$ cat src/rtl/melody_sequencer.sv
`default_nettype none
// ============================================================================
// melody_sequencer : song-table player with manual-key override for the organ
// Rev 1.0
// ============================================================================
module melody_sequencer #(
  parameter int TICK_DIV  = 12_500_000,
  parameter int GAP_TICKS = 1,
  parameter int SONG_LEN  = 16
) (
  input  logic        clk,
  input  logic        reset,
  input  logic        start,
  input  logic        stop,
  input  logic [6:0]  key,
  output logic [2:0]  note,
  output logic [14:0] period,
  output logic        busy,
  output logic        done,
  output logic [3:0]  song_idx
);

  localparam int TCW = $clog2(TICK_DIV);
  localparam int GCW = $clog2(GAP_TICKS + 1);
  localparam logic [TCW-1:0] C_TICK_MAX = TCW'(TICK_DIV - 1);
  localparam logic [GCW-1:0] C_GAP_INIT = GCW'(GAP_TICKS);
  localparam logic [3:0]     C_LAST_IDX = 4'(SONG_LEN - 1);

  typedef enum logic [2:0] {
    S_IDLE   = 3'd0,
    S_LOAD   = 3'd1,
    S_NOTE   = 3'd2,
    S_GAP    = 3'd3,
    S_FINISH = 3'd4
  } state_t;

  function automatic logic [14:0] f_period(input logic [2:0] n);
    case (n)
      3'd1:    f_period = 15'd19120;
      3'd2:    f_period = 15'd17036;
      3'd3:    f_period = 15'd15175;
      3'd4:    f_period = 15'd14327;
      3'd5:    f_period = 15'd12755;
      3'd6:    f_period = 15'd11364;
      3'd7:    f_period = 15'd10121;
      default: f_period = 15'd0;
    endcase
  endfunction

  // Entry = {note, beats}; beats == 0 marks the end of the song.
  function automatic logic [5:0] f_song(input logic [3:0] i);
    case (i)
      4'd0, 4'd1:   f_song = {3'd1, 3'd1};
      4'd2, 4'd3:   f_song = {3'd5, 3'd1};
      4'd4, 4'd5:   f_song = {3'd6, 3'd1};
      4'd6:         f_song = {3'd5, 3'd2};
      4'd7, 4'd8:   f_song = {3'd4, 3'd1};
      4'd9, 4'd10:  f_song = {3'd3, 3'd1};
      4'd11, 4'd12: f_song = {3'd2, 3'd1};
      4'd13:        f_song = {3'd1, 3'd2};
      default:      f_song = 6'd0;
    endcase
  endfunction

  state_t             r_state;
  logic [TCW-1:0]     r_tick_cnt;
  logic [2:0]         r_beats;
  logic [GCW-1:0]     r_gap;
  logic [3:0]         r_idx;
  logic [2:0]         r_song_note;
  logic [2:0]         r_note;
  logic [14:0]        r_period;
  logic               r_busy;
  logic               r_done;

  logic [2:0]         w_key_note;
  logic               w_key_any;
  logic               w_counting;
  logic               w_tick;
  logic [5:0]         w_entry;

  always_comb begin
    w_key_note = 3'd0;
    for (int b = 6; b >= 0; b--) begin
      if (key[b]) w_key_note = 3'(b + 1);
    end
  end

  assign w_key_any  = |key;
  assign w_counting = ((r_state == S_NOTE) || (r_state == S_GAP)) && !w_key_any;
  assign w_tick     = w_counting && (r_tick_cnt == C_TICK_MAX);
  assign w_entry    = f_song(r_idx);

  always_ff @(posedge clk) begin
    if (reset || stop || (r_state == S_LOAD)) begin
      r_tick_cnt <= '0;
    end else if (w_counting) begin
      r_tick_cnt <= w_tick ? '0 : r_tick_cnt + TCW'(1);
    end
  end

  // A held key freezes every transition; only stop and reset break through.
  always_ff @(posedge clk) begin
    if (reset || stop) begin
      r_state     <= S_IDLE;
      r_idx       <= 4'd0;
      r_song_note <= 3'd0;
      r_note      <= 3'd0;
      r_period    <= 15'd0;
      r_busy      <= 1'b0;
      r_done      <= 1'b0;
      r_beats     <= 3'd0;
      r_gap       <= '0;
    end else if (w_key_any) begin
      r_note   <= w_key_note;
      r_period <= f_period(w_key_note);
      r_done   <= 1'b0;
    end else begin
      r_note   <= r_song_note;
      r_period <= f_period(r_song_note);
      r_done   <= 1'b0;
      case (r_state)
        S_IDLE: begin
          if (start) begin
            r_state <= S_LOAD;
            r_idx   <= 4'd0;
            r_busy  <= 1'b1;
          end
        end
        S_LOAD: begin
          if (w_entry[2:0] == 3'd0) begin
            r_state <= S_FINISH;
            r_busy  <= 1'b0;
            r_idx   <= 4'd0;
            r_done  <= 1'b1;
          end else begin
            r_state     <= S_NOTE;
            r_song_note <= w_entry[5:3];
            r_note      <= w_entry[5:3];
            r_period    <= f_period(w_entry[5:3]);
            r_beats     <= w_entry[2:0];
          end
        end
        S_NOTE: begin
          if (w_tick) begin
            if (r_beats == 3'd1) begin
              r_state     <= S_GAP;
              r_song_note <= 3'd0;
              r_note      <= 3'd0;
              r_period    <= 15'd0;
              r_gap       <= C_GAP_INIT;
            end
            r_beats <= r_beats - 3'd1;
          end
        end
        S_GAP: begin
          if (w_tick) begin
            if (r_gap == GCW'(1)) begin
              if (r_idx == C_LAST_IDX) begin
                r_state <= S_FINISH;
                r_busy  <= 1'b0;
                r_idx   <= 4'd0;
                r_done  <= 1'b1;
              end else begin
                r_state <= S_LOAD;
                r_idx   <= r_idx + 4'd1;
              end
            end
            r_gap <= r_gap - GCW'(1);
          end
        end
        default: r_state <= S_IDLE;
      endcase
    end
  end

  assign note     = r_note;
  assign period   = r_period;
  assign busy     = r_busy;
  assign done     = r_done;
  assign song_idx = r_idx;

endmodule
`default_nettype wire

$ cat config.mk
export PLATFORM = sky130hd
export DESIGN_NAME = melody_sequencer
export DESIGN_NICKNAME = d
export VERILOG_FILES = /design/src/rtl/melody_sequencer.sv
export SDC_FILE = /design/constraint.sdc
export NUM_CORES = 1
export LEC_CHECK = 0
export BUFFER_PORTS_ARGS = -buffer_cell sky130_fd_sc_hd__buf_2
export CAP_MARGIN = 15
export CORE_MARGIN = 1
export CORE_UTILIZATION = 42
export DETAILED_ROUTE_END_ITERATION = 6
export GPL_TIMING_DRIVEN = 0
export SLEW_MARGIN = 20
export SYNTH_ARGS = -nofsm -noshare
export SYNTH_HDL_FRONTEND = slang
export SYNTH_SLANG_ARGS = --single-unit
$ cat constraint.sdc
create_clock -name clk -period 3.8 [get_ports clk]
set_input_delay 0.57 -clock clk [delete_from_list [all_inputs] [get_ports clk]]
set_output_delay 0.57 -clock clk [all_outputs]
set_load 0.02 [all_outputs]
==> impl_metrics.tcl <==
set metrics [dict create \
    status "finished clean" \
    synth_nets 455 \
    synth_edf_count 0 \
    finalWirelength_um 8610 \
    layout_commonest_cell "nor2_1" \
    ys_ff_latch 61 \
    grtUsageTotal_pct 20.8 \
    cts-htree-levels 3 \
    synth_cell_types 66 \
    drive_gt1_share_pct 16.7 \
    ios 35 \
    p_sw_w 0.000326 \
    synthFlopType "dfxtp_1" \
    dp.cells 570 \
    regToRegEndpoint "w_entry[4]" \
    io_buffers 33 \
    slew_viol_final 0 \
    ir_worst_vdd_uv 159 \
    slew_headroom_pct 46.6 \
    critPathMaxFanout 8 \
    async_flop_share_pct 0 \
    drt_pass1_iterations 5 \
    grt_pass1_wl_um 14000 \
    die_y_um 92.9 \
    die_x_um 92.9 \
    cts_root_buffer "clkbuf_8" \
    clock_path_buffers 2 \
    cp.arrival_ns 3.30 \
    vias 3287 \
    initial_core_util_pct 44.3 \
    ys_seq_area_share_pct 35.2 \
    fill_cells 812 \
    overflow 0 \
    power_leakage_nw 1.49 \
    rr_worst_depth 11 \
    routabilityCongestion 0.845 \
    cts_tree "built" \
    tightest_slew_ns 0.799 \
    detail_route.iter0.violations 196 \
    first_global_vias 2953 \
    grt_setup_unrepaired "false" \
    period_share_pct 80.8 \
    cts_repair_resize_count 0 \
    p_comb_share_pct 5.1 \
    fp.coreArea_um2 7850 \
    area_growth_pct 14.8 \
    hpwl_um 6380 \
    cts_setup_buffers 0 \
    swShare_pct 23.9 \
    grt_max_degree 13 \
    antenna_found_initial 0 \
    clkTransAtPathRegs_ns 0.07 \
    min_from "r_beats[2]" \
    fin_cells 586 \
    start_kind "input pin" \
    reg2reg_from "r_tick_cnt[15]" \
    drc 0 \
    min_to "r_beats[2]" \
    crit_required_ns 4.03 \
    yosysWarnings 0 \
    via_per_inst 5.61 \
    cts_buffers 9 \
    synth_area_um2 3470 \
    clkPwrFrac_pct 47.5 \
    seqCellArea_um2 1220 \
    syn_inst 435 \
    fin_crit_ns 3.07 \
    clk_latency_ns 0.36 \
    whs_ns 0.471 \
    layout_common_cells "65 x nor2_1, 61 x dfxtp_1, 39 x buf_2" \
    min_path_type "flip-flop to flip-flop" \
    reg2reg_slack_ns 0.83 \
    nets 499 \
    power_density_nw_per_um2 342 \
    core.rowCount 32 \
    dieArea_um2 8640 \
    power_frac_seq_pct 47.4 \
    internal_power_w 0.00104 \
    setup_viol 0 \
    hold_violations 0 \
    holdPathStages 2 \
    drv_cap 0 \
    fmax_ghz 0.326 \
    cts.sink_count 61 \
    fin_skew_ns 0.0132 \
    wl_per_cell_um 14.7 \
    multiInputGateArea_um2 2110 \
    finalSetupTns_ns 0 \
    drtAntennaViolNets 0 \
    diodes 0 \
    postCtsHoldBufs 0 \
    critPathKind "input pin to flip-flop" \
    syn_avg_cell_area_um2 7.98 \
    critPathCaptureType "flip-flop" \
]
==> sequential cells by signal, summed over array words and instances, names as in the netlist <==
register and count:
busy 1, done 1, note 3, period 13
r_beats 3, r_gap 1, r_song_note 3, r_state 3
r_tick_cnt 24, song_idx 4, w_entry 5
==> layout make-up <==
class,instances,share of cell area (%)
Clock inverter,7,2.48
Buffer,23,2.63
Timing Repair Buffer,33,4.14
Tap cell,102,3.20
Inverter,10,0.941
Sequential cell,61,30.6
Multi-Input combinational cell,341,52.9
Clock buffer,9,3.11
==> how the worst max path moves through the flow <==
stage                     startpoint         end  cells past startpoint
after floorplan               key[0]  w_entry[4]                     12
after global placement        key[3]  w_entry[3]                     11
after detailed placement      key[3]  w_entry[4]                     12
after CTS                     key[3]  w_entry[4]                     12
after global routing          key[3]  w_entry[4]                     12
final                         key[3]  w_entry[4]                     12
==> power by group through the flow <==
stage	sequential [W]	combinational [W]	clock, W
2_1_floorplan	0.000670	0.0000316	0
3_3_place_gp	0.000661	0.0000691	0
3_5_place_dp	0.000662	0.0000692	0
4_1_cts	0.000647	0.0000694	0.000668
5_1_grt	0.000647	0.0000769	0.000697
6_report	0.000647	0.0000694	0.000649
==> routing by layer <==
| layer | global-route usage [%] | up-vias | share of wire, % |
|---|---|---|---|
| li1 | - | 1625 | - |
| met2 | 32.2 | 127 | 44 |
| met5 | 0 | - | 0 |
| met1 | 27.4 | 1523 | 48 |
| met4 | 9.10 | 0 | 1.8 |
| met3 | 4.68 | 12 | 6.3 |
==> cell families (layout without fill, tap and decap cells) <==
group                    Yosys count  count (layout)  synth area share (%)
flip-flops                        61              61                  35.2
AO/OA/AOI/OAI                     96              96                  18.3
adder cells (fa/ha/maj)            9               9                  3.24
buffers and inverters             33              82                  4.11
XOR/XNOR                          27              27                  6.81
multiplexers                       5               5                  1.48
AND/OR/NAND/NOR                  204             204                  30.9
==> critical path, stage by stage <==
cell	delay, ns
buf_2	0.15
nor4_4	0.50
nand3_2	0.25
nor4_4	0.39
o21ai_2	0.17
or3_1	0.43
a21oi_2	0.21
inv_2	0.08
ha_1	0.21
a21o_1	0.17
nand3_1	0.09
o21ai_1	0.08
==> metrics by stage <==
stage / power (W) / util [%] / setup slack (ns) / instance area, um2
floorplan: 0.000702 / - / 0.982 / 3470
global placement: 0.000730 / 48.0 / 0.460 / 3770
detailed placement: 0.000731 / 48.0 / 0.378 / 3770
CTS: 0.00138 / 50.8 / 0.747 / 3990
global route: 0.00142 / 50.8 / 0.572 / 3990
finish: 0.00137 / 50.8 / 0.730 / 3990
==> synth_stat cells, types with 6 or more instances <==
cell type	n	area share, %
inv_1	9	0.97
nor2_1	65	7.0
nand2_1	36	3.9
xnor2_1	13	3.3
buf_2	6	0.86
nor3_1	16	2.3
nor2b_1	11	2.0
nand3_1	22	3.2
o21ai_0	30	4.3
clkbuf_1	13	1.4
dfxtp_1	61	35
ha_1	9	3.2
and3_1	8	1.4
xor2_1	14	3.5
a21oi_1	21	3.0
Power figures use the tool's default switching activity.
